## src/rtl/jbi_ncio_mack_sched_pkg.sv

```systemverilog
// rtl/jbi_ncio_mack_sched_pkg.sv - shared constants, entry type and issue FSM encodings for the mondo ack scheduler
// Purpose : ack-queue entry field positions, queue address width and the
//           one-hot issue FSM encodings used by jbi_ncio_mack_sched and
//           jbi_ncio_mack_fifo.
// Ports   : none (package).
// Config  : JBI_MACK_ERRLOG_EN is consumed by jbi_ncio_mack_sched only.
package jbi_ncio_mack_sched_pkg;

    localparam int JBI_MAKQ_WIDTH      = 10;
    localparam int JBI_MAKQ_CPUID_HI   = 9;
    localparam int JBI_MAKQ_CPUID_LO   = 5;
    localparam int JBI_MAKQ_AGTID_HI   = 4;
    localparam int JBI_MAKQ_AGTID_LO   = 0;
    localparam int JBI_MACK_ADDR_WIDTH = 4;
    localparam int JBI_MACK_DEPTH      = 1 << JBI_MACK_ADDR_WIDTH;

    // One-hot issue FSM
    typedef enum logic [1:0] {
        JBI_MACK_IDLE = 2'b01,
        JBI_MACK_REQ  = 2'b10
    } jbi_mack_state_e;

    typedef struct packed {
        logic [4:0] cpuid;
        logic [4:0] agtid;
        logic       nack;
        logic       rslv;
    } jbi_mack_entry_t;

endpackage

```

## src/rtl/jbi_ncio_mack_fifo.sv

```systemverilog
// rtl/jbi_ncio_mack_fifo.sv - flop-based ack-queue entry array with push, resolve and pop ports
// Purpose : holds ack-queue entries; pointer bookkeeping lives in the parent.
// Ports   : clk, rst            - clock, synchronous active-high reset
//           i_push_*            - write a whole entry (pending or pre-resolved NACK)
//           i_rslv_*            - mark an entry resolved with the IOB outcome
//           i_pop_*             - clear rslv of the consumed head entry
//           i_rd_idx/o_rd_entry - combinational head read
module jbi_ncio_mack_fifo
    import jbi_ncio_mack_sched_pkg::*;
#(
    parameter int DEPTH = JBI_MACK_DEPTH,
    parameter int AW    = JBI_MACK_ADDR_WIDTH
) (
    input  logic                      clk,
    input  logic                      rst,
    input  logic                      i_push_en,
    input  logic [AW-1:0]             i_push_idx,
    input  logic [JBI_MAKQ_WIDTH-1:0] i_push_data,
    input  logic                      i_push_nack,
    input  logic                      i_rslv_en,
    input  logic [AW-1:0]             i_rslv_idx,
    input  logic                      i_rslv_nack,
    input  logic                      i_pop_en,
    input  logic [AW-1:0]             i_pop_idx,
    input  logic [AW-1:0]             i_rd_idx,
    output jbi_mack_entry_t           o_rd_entry
);

    jbi_mack_entry_t r_ent [DEPTH];

    // The three write ports never target the same slot in legal operation:
    // push goes to the free tail, resolve to an unresolved (never head-popped)
    // entry, pop to the resolved head.
    always_ff @(posedge clk) begin
        if (rst) begin
            for (int i = 0; i < DEPTH; i++) begin
                r_ent[i] <= '0;
            end
        end else begin
            if (i_pop_en) begin
                r_ent[i_pop_idx].rslv <= 1'b0;
            end
            if (i_push_en) begin
                r_ent[i_push_idx] <= '{cpuid: i_push_data[JBI_MAKQ_CPUID_HI:JBI_MAKQ_CPUID_LO],
                                       agtid: i_push_data[JBI_MAKQ_AGTID_HI:JBI_MAKQ_AGTID_LO],
                                       nack:  i_push_nack,
                                       rslv:  i_push_nack};
            end
            if (i_rslv_en) begin
                r_ent[i_rslv_idx].rslv <= 1'b1;
                r_ent[i_rslv_idx].nack <= i_rslv_nack;
            end
        end
    end

    assign o_rd_entry = r_ent[i_rd_idx];

endmodule

```

## src/rtl/jbi_ncio_mack_sched.sv

```systemverilog
// rtl/jbi_ncio_mack_sched.sv - in-order mondo INT_ACK/INT_NACK scheduler toward the JBus arbiter
// Purpose : buffers ack-queue entries, resolves the pending one from the IOB
//           response and issues resolved entries oldest-first via req/gnt.
// Ports   : clk, rst                        - clock, synchronous active-high reset
//           makq_push/makq_wdata/makq_nack  - entry enqueue
//           iob_jbi_mondo_ack_ff/nack_ff    - IOB outcome for the pending entry
//           mack_req/mack_gnt               - arbiter handshake
//           mack_nack/agtid/cpuid           - head entry presented with mack_req
//           mack_full                       - all DEPTH entries occupied
//           mack_err_status/mack_err_clr    - sticky protocol errors
// Config  : `define JBI_MACK_ERRLOG_EN to enable the sticky error log;
//           otherwise mack_err_status is 0 and mack_err_clr is ignored.
module jbi_ncio_mack_sched
    import jbi_ncio_mack_sched_pkg::*;
#(
    parameter int DEPTH = JBI_MACK_DEPTH,
    parameter int AW    = JBI_MACK_ADDR_WIDTH
) (
    input  logic                      clk,
    input  logic                      rst,
    input  logic                      makq_push,
    input  logic [JBI_MAKQ_WIDTH-1:0] makq_wdata,
    input  logic                      makq_nack,
    input  logic                      iob_jbi_mondo_ack_ff,
    input  logic                      iob_jbi_mondo_nack_ff,
    output logic                      mack_req,
    input  logic                      mack_gnt,
    output logic                      mack_nack,
    output logic [4:0]                mack_agtid,
    output logic [4:0]                mack_cpuid,
    output logic                      mack_full,
    output logic [2:0]                mack_err_status,
    input  logic                      mack_err_clr
);

    logic [AW:0]     r_wptr, r_rptr;
    logic            r_pend_vld;
    logic [AW-1:0]   r_pend_idx;
    logic            r_full;
    jbi_mack_state_e r_state;
    logic            r_req, r_nack;
    logic [4:0]      r_agtid, r_cpuid;

    logic            w_rsp, w_resolve, w_push_ok, w_pop;
    logic [AW:0]     w_wptr_nxt, w_rptr_nxt;
    logic            w_full_nxt;
    jbi_mack_entry_t w_head;
    logic            w_head_vld, w_head_hit, w_head_rdy, w_head_nack;
    logic [4:0]      w_head_agtid, w_head_cpuid;

    assign w_rsp      = iob_jbi_mondo_ack_ff | iob_jbi_mondo_nack_ff;
    assign w_resolve  = w_rsp & r_pend_vld;
    assign w_push_ok  = makq_push & ~r_full;
    assign w_pop      = r_req & mack_gnt;
    assign w_wptr_nxt = r_wptr + (AW+1)'(w_push_ok);
    assign w_rptr_nxt = r_rptr + (AW+1)'(w_pop);
    assign w_full_nxt = (w_wptr_nxt[AW] != w_rptr_nxt[AW]) &&
                        (w_wptr_nxt[AW-1:0] == w_rptr_nxt[AW-1:0]);

    jbi_ncio_mack_fifo #(.DEPTH(DEPTH), .AW(AW)) u_fifo (
        .clk         (clk),
        .rst         (rst),
        .i_push_en   (w_push_ok),
        .i_push_idx  (r_wptr[AW-1:0]),
        .i_push_data (makq_wdata),
        .i_push_nack (makq_nack),
        .i_rslv_en   (w_resolve),
        .i_rslv_idx  (r_pend_idx),
        .i_rslv_nack (iob_jbi_mondo_nack_ff),
        .i_pop_en    (w_pop),
        .i_pop_idx   (r_rptr[AW-1:0]),
        .i_rd_idx    (r_rptr[AW-1:0]),
        .o_rd_entry  (w_head)
    );

    // Head readiness looks through this cycle's resolve and, on an empty
    // queue, this cycle's NACK push, so mack_req rises one cycle after either.
    assign w_head_vld = (r_rptr != r_wptr);
    assign w_head_hit = w_resolve && (r_pend_idx == r_rptr[AW-1:0]);

    always_comb begin
        w_head_rdy   = 1'b0;
        w_head_nack  = w_head.nack;
        w_head_agtid = w_head.agtid;
        w_head_cpuid = w_head.cpuid;
        if (w_head_vld) begin
            if (w_head.rslv) begin
                w_head_rdy = 1'b1;
            end else if (w_head_hit) begin
                w_head_rdy  = 1'b1;
                w_head_nack = iob_jbi_mondo_nack_ff;
            end
        end else if (w_push_ok && makq_nack) begin
            w_head_rdy   = 1'b1;
            w_head_nack  = 1'b1;
            w_head_agtid = makq_wdata[JBI_MAKQ_AGTID_HI:JBI_MAKQ_AGTID_LO];
            w_head_cpuid = makq_wdata[JBI_MAKQ_CPUID_HI:JBI_MAKQ_CPUID_LO];
        end
    end

    // Pointers, pending tracker, full flag
    always_ff @(posedge clk) begin
        if (rst) begin
            r_wptr     <= '0;
            r_rptr     <= '0;
            r_full     <= 1'b0;
            r_pend_vld <= 1'b0;
            r_pend_idx <= '0;
        end else begin
            r_wptr <= w_wptr_nxt;
            r_rptr <= w_rptr_nxt;
            r_full <= w_full_nxt;
            // A pending push in the same cycle as a resolve leaves the new
            // entry as the one awaiting the IOB.
            if (w_push_ok && !makq_nack) begin
                r_pend_vld <= 1'b1;
                r_pend_idx <= r_wptr[AW-1:0];
            end else if (w_resolve) begin
                r_pend_vld <= 1'b0;
            end
        end
    end

    // Issue FSM
    always_ff @(posedge clk) begin
        if (rst) begin
            r_state <= JBI_MACK_IDLE;
            r_req   <= 1'b0;
            r_nack  <= 1'b0;
            r_agtid <= '0;
            r_cpuid <= '0;
        end else begin
            case (r_state)
                JBI_MACK_IDLE: begin
                    if (w_head_rdy) begin
                        r_state <= JBI_MACK_REQ;
                        r_req   <= 1'b1;
                        r_nack  <= w_head_nack;
                        r_agtid <= w_head_agtid;
                        r_cpuid <= w_head_cpuid;
                    end
                end
                JBI_MACK_REQ: begin
                    if (mack_gnt) begin
                        r_state <= JBI_MACK_IDLE;
                        r_req   <= 1'b0;
                    end
                end
                default: begin
                    r_state <= JBI_MACK_IDLE;
                    r_req   <= 1'b0;
                end
            endcase
        end
    end

    assign mack_req   = r_req;
    assign mack_nack  = r_nack;
    assign mack_agtid = r_agtid;
    assign mack_cpuid = r_cpuid;
    assign mack_full  = r_full;

`ifdef JBI_MACK_ERRLOG_EN
    logic [2:0] r_err;
    logic [2:0] w_err_ev;

    // [0] overflow or pending push over an unresolved pending entry
    // [1] ack and nack together, [2] response with nothing pending
    assign w_err_ev[0] = makq_push & (r_full | (~makq_nack & r_pend_vld & ~w_rsp));
    assign w_err_ev[1] = w_resolve & iob_jbi_mondo_ack_ff & iob_jbi_mondo_nack_ff;
    assign w_err_ev[2] = w_rsp & ~r_pend_vld;

    always_ff @(posedge clk) begin
        if (rst) begin
            r_err <= '0;
        end else begin
            r_err <= (mack_err_clr ? 3'b000 : r_err) | w_err_ev;
        end
    end

    assign mack_err_status = r_err;
`else
    logic w_unused;
    assign w_unused        = mack_err_clr;
    assign mack_err_status = 3'b000;
`endif

endmodule

```

## config.mk

```make
export PLATFORM = sky130hd
export DESIGN_NAME = jbi_ncio_mack_sched
export DESIGN_NICKNAME = d
export VERILOG_FILES = /design/src/rtl/jbi_ncio_mack_sched_pkg.sv /design/src/rtl/jbi_ncio_mack_fifo.sv /design/src/rtl/jbi_ncio_mack_sched.sv
export SDC_FILE = /design/constraint.sdc
export NUM_CORES = 1
export LEC_CHECK = 0
export BUFFER_PORTS_ARGS = -buffer_cell sky130_fd_sc_hd__buf_2
export CAP_MARGIN = 20
export CORE_MARGIN = 3
export CORE_UTILIZATION = 35
export DETAILED_ROUTE_END_ITERATION = 6
export GPL_TIMING_DRIVEN = 0
export PLACE_DENSITY = 0.62
export SLEW_MARGIN = 15
export SYNTH_ARGS = -nofsm -noshare
export SYNTH_HDL_FRONTEND = slang
export SYNTH_SLANG_ARGS = --single-unit
```

## constraint.sdc

```tcl
create_clock -name clk -period 3 [get_ports clk]
set_input_delay 0.45 -clock clk [delete_from_list [all_inputs] [get_ports clk]]
set_output_delay 0.45 -clock clk [all_outputs]
set_load 0.02 [all_outputs]
```

==> results.cfg, run 1 <==
[run_status]
status = finished, final reports clean

[cts]
clockBufferDepth = 3
cts_root_buffer = clkbuf_16
htree_num_levels = 1
cts_tree = done
cts_buffers = 24
path_clk_slew_ns = 0.06
cts_sinks = 221
ctsHoldBuffers = 0
clock_latency_ns = 0.53

[timing]
worstMarginPinSlew_ns = 0.895
slew-limit-headroom = 0.396
rsz0062_at_grt = false
min_period_ns = 2.83
setup_viol = 0
finClkSkew_ns = 0.00930
slew_violations = 0
hold_viol = 0
post-route-period-util = 0.944
timing.fmax_ghz = 0.353

[yosys]
avgSynthCellArea_um2 = 12.9
synth_xor_area_frac = 0.0165
synth_top_family_by_area = simple AND/OR/NAND/NOR gates
synth-adder-area-share = 0.00472
synth_cells = 823
synth_flop_cell = edfxtp_1
yosys_register_bits = 221
synthSimpleGateAreaFrac = 0.177
synth_compound_area_frac = 0.0658
ys_async_sr_fraction = 0
syn_area_mm2 = 0.0106
synthMuxAreaShare = 0.123
yosysTopAreaCellShare = 0.498
ys.warnings.count = 0
yosys-top-cells-count = 176 x edfxtp_1, 165 x and2_1, 51 x clkbuf_1
synth_edf_count = 176
yosysMostFrequentCell = edfxtp_1
synth-seq-area-share = 0.583
yosysTopAreaCell = edfxtp_1
yosysUniqueCellTypes = 43
synth_area_leaders = edfxtp_1 50%, mux4_2 10%, and2_1 9.7%

[setup_path]
crit_slowest_cell = mux4_2
path_common_cell = buf_2
critPathTopFamily = multiplexers
start_kind = register
worst_ep_arrival_time_ns = 3.21
worstSetupEndpointType = register
slowest_delay_ns = 0.61
path_cells = buf_2 -> buf_4 -> buf_2 -> mux4_2 -> a22oi_1 -> nand2_1 -> mux2i_1 -> a2111oi_2
worstSetupPathType = register to register
path_max_fanout = 10
crit_required_ns = 3.38
worst-path-buf-inv = 3

[placed_design]
place_congestion = 0.910
dp_hpwl_um = 20500
portBuffers = 29
dp_cells = 1249

[routing]
first_pass_iters = 5
vias = 6934
ant_nets = 0
post_drt_wl_per_cell_um = 22.0
drt_iter0_markers = 617
drt_drc_violations_left = 0
wl_um = 28400
routed_via_density = 5.36

[layout]
n_antenna_cell = 0
ff_latch_area_mm2 = 0.00619
multiInputGateArea_mm2 = 0.00417
layout.cells.non_filler = 1293
synthToLayoutAreaGrowth_pct = 13.7
nNetsFinal = 907
fill_cells = 2851
drive_gt1_frac = 0.177

[floorplanning]
die_width_um = 180
boundaryPins = 34
start_util = 0.356
rows = 63
die-area_mm2 = 0.0324
coreArea_mm2 = 0.0298
die_h_um = 180

[global_routing]
grt_pass1_wl_um = 43200
grtUsageTotal = 0.172
grt_pass1_vias = 7088
antenna_found_initial = 0
grt_overflow = 0
grt_max_degree = 14

[power]
total_power_mw = 7.21
p_leak_nw = 4.30
p_per_area_mw_per_mm2 = 598
peakVddDrop_uv = 482

[min_path]
worstHoldPathType = input pin to register

[job]
maxCapViolCount = 0
stage by stage:
step                      cell area (µm²)  TNS (ns)   util  hold WS (ns)  setup slack, ns
final                               12100         0  0.405         0.228            0.167
after global routing                12100         0  0.405         0.254          0.00185
after CTS                           12000         0  0.404         0.231           0.0360
after detailed placement            11300   -0.0181  0.380         0.483          -0.0114
after global placement              11300    -63.99  0.378         0.474           -0.792
after floorplan                     10600         0      -         0.447            0.616
repair_timing:
action / in CTS / in global routing
buffers inserted: 0 / 0
setup endpoints to repair: 2 / 7
resized for setup: 1 / 11
state kept, by name, summed over array words and instances (netlist names):
name          flops
mack_cpuid        5
r_wptr            5
mack_nack         1
mack_full         1
r_pend_idx        4
mack_agtid        5
u_fifo.r_ent    192
r_pend_vld        1
r_rptr            5
r_state           2
routing by layer:
| metal | vias to the layer above | share of wire | global-route usage |
|---|---|---|---|
| li1 | 3160 | - | - |
| met1 | 3464 | 0.43 | 0.235 |
| met2 | 252 | 0.47 | 0.284 |
| met3 | 58 | 0.070 | 0.0295 |
| met4 | 0 | 0.035 | 0.0525 |
| met5 | - | 0 | 0 |
layout make-up:
class | count | share of cell area
sequential | 221 | 0.513
multi-input combinational | 532 | 0.345
clock buffer | 35 | 0.0552
tap | 390 | 0.0404
buffer | 69 | 0.0257
timing repair buffer | 34 | 0.0151
clock inverter | 9 | 0.00456
inverter | 3 | 0.000933
cells by family (layout without fill, tap and decap cells):
family,count (synthesis),after routing
other cells,1,3
xor+xnor,20,20
fa+ha+maj,4,4
buf+inv,72,150
compound gates,103,103
mux,69,69
flops,221,221
simple gates,333,333
report_power, final:
| group | switching (mW) | leakage (nW) | internal [mW] | total [mW] |
|---|---|---|---|---|
| logic | 0.584 | 1.76 | 0.358 | 0.942 |
| registers | 0.0708 | 2.19 | 3.45 | 3.52 |
| clock network | 1.20 | 0.353 | 1.54 | 2.74 |
worst paths after layout:
check / startpoint / end / slack [ns] / cells past startpoint
worst max register to register: r_rptr[0] / mack_agtid[0] / 0.17 / 8
worst min-delay path: mack_gnt / r_state[0] / 0.23 / 3
worst min register to register: r_pend_vld / r_pend_vld / 0.49 / 2
worst max-delay path: r_rptr[0] / mack_agtid[0] / 0.17 / 8
worst register-to-register path: stages, from the launching register on:
cell	delay, ns
dfxtp_1	0.33
buf_2	0.27
buf_4	0.31
buf_2	0.38
mux4_2	0.61
a22oi_1	0.19
nand2_1	0.09
mux2i_1	0.38
a2111oi_2	0.13
cell usage in the layout, fill, tap and decap left out, types with 13 or more instances in the layout:
cell and n:
edfxtp_1 176, and2_1 165, clkbuf_1 56, mux4_2 49
nand2_1 46, dfxtp_1 45, buf_2 34, o21ai_0 30
nor2_1 29, clkbuf_16 24, nand3_1 23, a22oi_1 20
nand2b_1 19, o211ai_1 15, buf_4 14, mux2i_1 13
No activity file was read; power rests on OpenSTA's default activity.
==> inputs of run 2 (changes only) <==
==> constraint.sdc (replaced) <==
create_clock -name clk -period 3 [get_ports clk]
set_input_delay 0.15 -clock clk [delete_from_list [all_inputs] [get_ports clk]]
set_output_delay 0.15 -clock clk [all_outputs]
set_load 0.02 [all_outputs]
==> run 2 against run 1 <==
Effect of this change: via count hardly changed; hold slack worse by 0.21 ns; sequential cell count stayed put; largest cell class unchanged; clock skew is 0.00064 ns lower.
==> results.cfg, run 2 (synthesis gave the netlist of run 1 again) <==
[cts]
cts_buffers = 24
path_clk_slew_ns = 0.06
cts_sinks = 221
cts_root_buffer = clkbuf_16
clockBufferDepth = 3
clock_latency_ns = 0.52
cts_tree = done
cts_post_setup_buffers_inserted = 0
htree_num_levels = 1

[min_path]
whs_path_depth = 2
worstHoldPathType = input pin to register

[run_status]
status = finished, final reports clean

[global_routing]
grt_pass1_vias = 7096
grtUsageTotal = 0.172
grt_pass1_wl_um = 43200
grt_overflow = 0
grt_max_degree = 14
antenna_found_initial = 0

[layout]
stdcell_area_mm2 = 0.0121
layout.cells.non_filler = 1295
final_common_cell = edfxtp_1
largest-register = u_fifo.r_ent
synthToLayoutAreaGrowth_pct = 13.9
largest_register_ffs = 192
final_cell_mix = 176 x edfxtp_1, 165 x and2_1, 56 x clkbuf_1
final_core_util = 0.406
drive_gt1_frac = 0.177
n_antenna_cell = 0
nNetsFinal = 909

[setup_path]
start_kind = register
crit_slowest_cell = mux4_2
worst_ep_arrival_time_ns = 3.21
path_common_cell = buf_2
path_cells = buf_2 -> buf_4 -> buf_2 -> mux4_2 -> a22oi_1 -> nand2_1 -> mux2i_1 -> a2111oi_2
r2r.worst_path.cells = 8
slowest_delay_ns = 0.61
worstSetupPathType = register to register
cp.depth = 8
critPathTopFamily = multiplexers
worstSetupEndpointType = register
path_max_fanout = 10
crit_required_ns = 3.38
worst-path-buf-inv = 3

[routing]
highest_layer = met4
drt_iter0_markers = 599
ant_nets = 0
vias = 6933
wl_met1_um = 12200
wl_um = 28400
drt_drc_violations_left = 0
wl_met3_um = 1940
routed_via_density = 5.35
wl_met2_um = 13400
first_pass_iters = 5
post_drt_wl_per_cell_um = 22.0

[job]
maxCapViolCount = 0

[placed_design]
post_dp_cell_area_mm2 = 0.0113
dp_hpwl_um = 20500
portBuffers = 29
place_congestion = 0.910
dp_cells = 1249

[timing]
slew-limit-headroom = 0.415
worstMarginPinSlew_ns = 0.866
post-route-period-util = 0.944
min_period_ns = 2.83
setup_viol = 0
finClkSkew_ns = 0.00866
slew_violations = 0
timing.fmax_ghz = 0.353
worst_hold_slack_ns = 0.0143
rsz0062_at_grt = false
hold_viol = 0

[floorplanning]
start_util = 0.356
coreArea_mm2 = 0.0298
rows = 63
boundaryPins = 34
die_h_um = 180
die-area_mm2 = 0.0324
die_width_um = 180

[power]
p_per_area_mw_per_mm2 = 597
total_power_mw = 7.22
p_leak_nw = 4.31
peakVddDrop_uv = 484
==> run 2: cell types whose count changed in the layout (fill, tap and decap cells not counted) <==
cell | before | now
dlygate4sd3_1 | 0 | 2
==> run 2: worst paths after layout <==
| kind | from | endpoint | slack, ns |
|---|---|---|---|
| hold reg to reg | r_pend_vld | r_pend_vld | 0.50 |
| hold / removal | makq_wdata[5] | u_fifo.r_ent[3][7] | 0.01 |
| setup reg to reg | r_rptr[0] | mack_agtid[0] | 0.17 |
| setup / recovery | r_rptr[0] | mack_agtid[0] | 0.17 |
==> run 2: where the power goes <==
part	switching (mW)	internal [mW]	leakage [nW]	total (mW)
sequential	0.0712	3.45	2.19	3.53
combinational	0.584	0.359	1.77	0.943
clock	1.20	1.54	0.353	2.75
==> run 2: stage by stage <==
step,setup TNS [ns],worst slack (ns)
after floorplan,0,0.639
after global placement,-42.08,-0.675
after detailed placement,-0.0181,-0.0114
after CTS,0,0.0360
after global routing,0,0.00185
final,0,0.169
==> run 2: cell type report <==
type                    count  area (µm²)
inverters                   3        11.3
clock inverters             9        55.1
fillers                  2850       17700
clock buffers              35         666
multi-input cells         532        4170
well taps                 390         488
flip-flops and latches    221        6190
plain buffers              69         310
repair buffers             36         203
==> run 2: what timing repair did <==
action,4_1_cts,5_1_grt
hold buffers,2,0
gates resized for setup,1,11
hold endpoints to repair,3,0
endpoints found under the setup margin,2,7
==> run 2: metal layers <==
metal | vias to the layer above | track usage
met1 | 3477 | 0.235
met2 | 242 | 0.284
li1 | 3164 | -
met4 | 0 | 0.0525
met5 | - | 0
met3 | 50 | 0.0295
==> inputs of run 3 (changes only) <==
--- a/config.mk
+++ b/config.mk
@@ -11,7 +11,7 @@
 export CORE_UTILIZATION = 35
 export DETAILED_ROUTE_END_ITERATION = 6
 export GPL_TIMING_DRIVEN = 0
-export PLACE_DENSITY = 0.62
+export PLACE_DENSITY = 0.64
 export SLEW_MARGIN = 15
 export SYNTH_ARGS = -nofsm -noshare
 export SYNTH_HDL_FRONTEND = slang
==> constraint.sdc (replaced) <==
create_clock -name clk -period 2.54 [get_ports clk]
set_input_delay 0.127 -clock clk [delete_from_list [all_inputs] [get_ports clk]]
set_output_delay 0.127 -clock clk [all_outputs]
set_load 0.02 [all_outputs]
==> run 3 against run 2 <==
Effect of this change: non-clock buffer count grew 4; total power up 17%; sequential share of layout area shrank 0.54 points; hold slack worse by 0.00064 ns; clock skew rose by 0.0034 ns; critical endpoint is now u_fifo.r_ent[10][1]; largest cell class unchanged.
==> results.cfg, run 3 (synthesis gave the netlist of run 1 again) <==
[timing]
setup_viol = 0
post-route-period-util = 0.970
timing.final.ws_setup_ns = 0.0759
slew_violations = 0
hold_viol = 0
finClkSkew_ns = 0.0120
rsz0062_at_grt = true
slew-limit-headroom = 0.272
worstMarginPinSlew_ns = 1.08
timing.fmax_ghz = 0.406
min_period_ns = 2.46

[setup_path]
cp.depth = 4
path_cells = nor4b_2 -> nand2_1 -> o21ai_2 -> nand2b_1
worst-path-buf-inv = 0
regToRegSetupSlack_ns = 0.08
path_max_fanout = 12
worstSetupEndpointType = register
crit_required_ns = 2.78
r2r.worst_path.cells = 4
slowest_delay_ns = 0.70
start_kind = register
timing.rr.start = r_wptr[0]
crit_slowest_cell = o21ai_2
r2r_end = u_fifo.r_ent[10][1]
worstSetupPathType = register to register
critPathTopFamily = simple AND/OR/NAND/NOR gates
worst_ep_arrival_time_ns = 2.70

[cts]
cts_tree = done
path_clk_slew_ns = 0.06
cts_buffers = 23
htree_num_levels = 1
clock_latency_ns = 0.52
clockBufferDepth = 3
cts_root_buffer = clkbuf_16
cts_sinks = 221

[routing]
wl_um = 27800
routed_via_density = 5.37
drt_drc_violations_left = 0
post_drt_wl_per_cell_um = 21.5
first_pass_iters = 6
drt_iter0_markers = 601
ant_nets = 0
vias = 6958

[min_path]
whs_path_depth = 2
worstHoldPathType = input pin to register
worstHoldStart = makq_wdata[5]
holdPathEnd = u_fifo.r_ent[2][7]

[layout]
final_cell_mix = 176 x edfxtp_1, 165 x and2_1, 49 x mux4_2
largest_register_ffs = 192
drive_gt1_frac = 0.194
nNetsFinal = 912
n_antenna_cell = 0
largest-register = u_fifo.r_ent
final_common_cell = edfxtp_1
synthToLayoutAreaGrowth_pct = 15.1

[placed_design]
portBuffers = 29
dp_slack_ns = -0.464
place_congestion = 0.911
dp_hpwl_um = 20000

[global_routing]
gr-usage-met1 = 0.233
grt_max_degree = 14
grt.busiest_layer = met2
grtUsageMet2 = 0.276
grt_pass1_vias = 6964
grtUsageTotal = 0.168
grt_pass1_wl_um = 42700
gr-usage-met3 = 0.0216
antenna_found_initial = 0
grt_overflow = 0

[power]
peakVddDrop_uv = 567
total_power_mw = 8.43
p_per_area_mw_per_mm2 = 690
p_leak_nw = 4.34

[floorplanning]
rows = 63
coreArea_mm2 = 0.0298
die_width_um = 180
start_util = 0.356
boundaryPins = 34
die-area_mm2 = 0.0324
die_h_um = 180

[run_status]
status = finished, final reports clean

[job]
maxCapViolCount = 0
==> run 3: cell types whose count changed in the layout (fill, tap and decap cells not counted), sizes merged <==
| cell | before | now |
|---|---|---|
| buf | 52 | 54 |
| dlygate4sd3 | 2 | 3 |
| clkbuf | 86 | 83 |
| inv | 3 | 4 |
| clkinv | 9 | 8 |
| clkinvlp | 0 | 1 |
==> run 3: timing repair <==
item                                    in CTS  in global routing
pin swaps                                    0                  2
hold buffers                                 3                  0
endpoints found under the setup margin     161                 95
setup buffers                                0                  2
hold endpoints to repair                     4                  0
gates resized for setup                     28                 30
==> run 3: worst max path at each step <==
stage,startpoint,end,slack [ns]
3_5_place_dp,r_rptr[1],mack_agtid[2],-0.46
4_1_cts,r_wptr[1],u_fifo.r_ent[3][1],0.007
6_report,r_wptr[0],u_fifo.r_ent[10][1],0.08
5_1_grt,r_rptr[1],mack_agtid[3],-0.004
3_3_place_gp,r_wptr[0],u_fifo.r_ent[10][1],-1.08
2_1_floorplan,mack_full,u_fifo.r_ent[10][1],0.18
==> run 3: area by class of cell <==
| type | instances | area (µm²) |
|---|---|---|
| buffer | 69 | 365 |
| timing repair buffer | 40 | 235 |
| sequential | 221 | 6190 |
| clock buffer | 31 | 616 |
| fill | 2825 | 17600 |
| clock inverter | 10 | 60.1 |
| multi-input combinational | 532 | 4250 |
| tap | 390 | 488 |
| inverter | 3 | 11.3 |
==> run 3: where the power goes <==
| part | internal (mW) | switching, mW |
|---|---|---|
| Clock | 1.71 | 1.40 |
| Combinational | 0.462 | 0.700 |
| Sequential | 4.08 | 0.0829 |
==> run 3: routing by layer <==
| metal | share of wire | wire length [µm] |
|---|---|---|
| met1 | 0.42 | 11800 |
| met2 | 0.48 | 13300 |
| met3 | 0.072 | 1990 |
| met4 | 0.027 | 757 |
| met5 | 0 | 0 |
==> run 3: worst register-to-register path, delay by kind of cell (launching register included) <==
family	cells	cell delay (ns)
DFF	1	0.40
AOI/OAI and AO/OA	1	0.70
and+or+nand+nor	3	1.09
==> run 3: stage by stage <==
stage	setup TNS, ns	area (µm²)	util	instances	hold WS, ns
global placement	-105.54	11300	0.378	1244	0.421
finish	0	12200	0.410	1296	0.0137
floorplan	0	10600	-	825	0.293
detailed placement	-19.50	11300	0.380	1250	0.431
global route	-0.00726	12200	0.410	1296	0.0166
CTS	0	12100	0.407	1294	0.00552
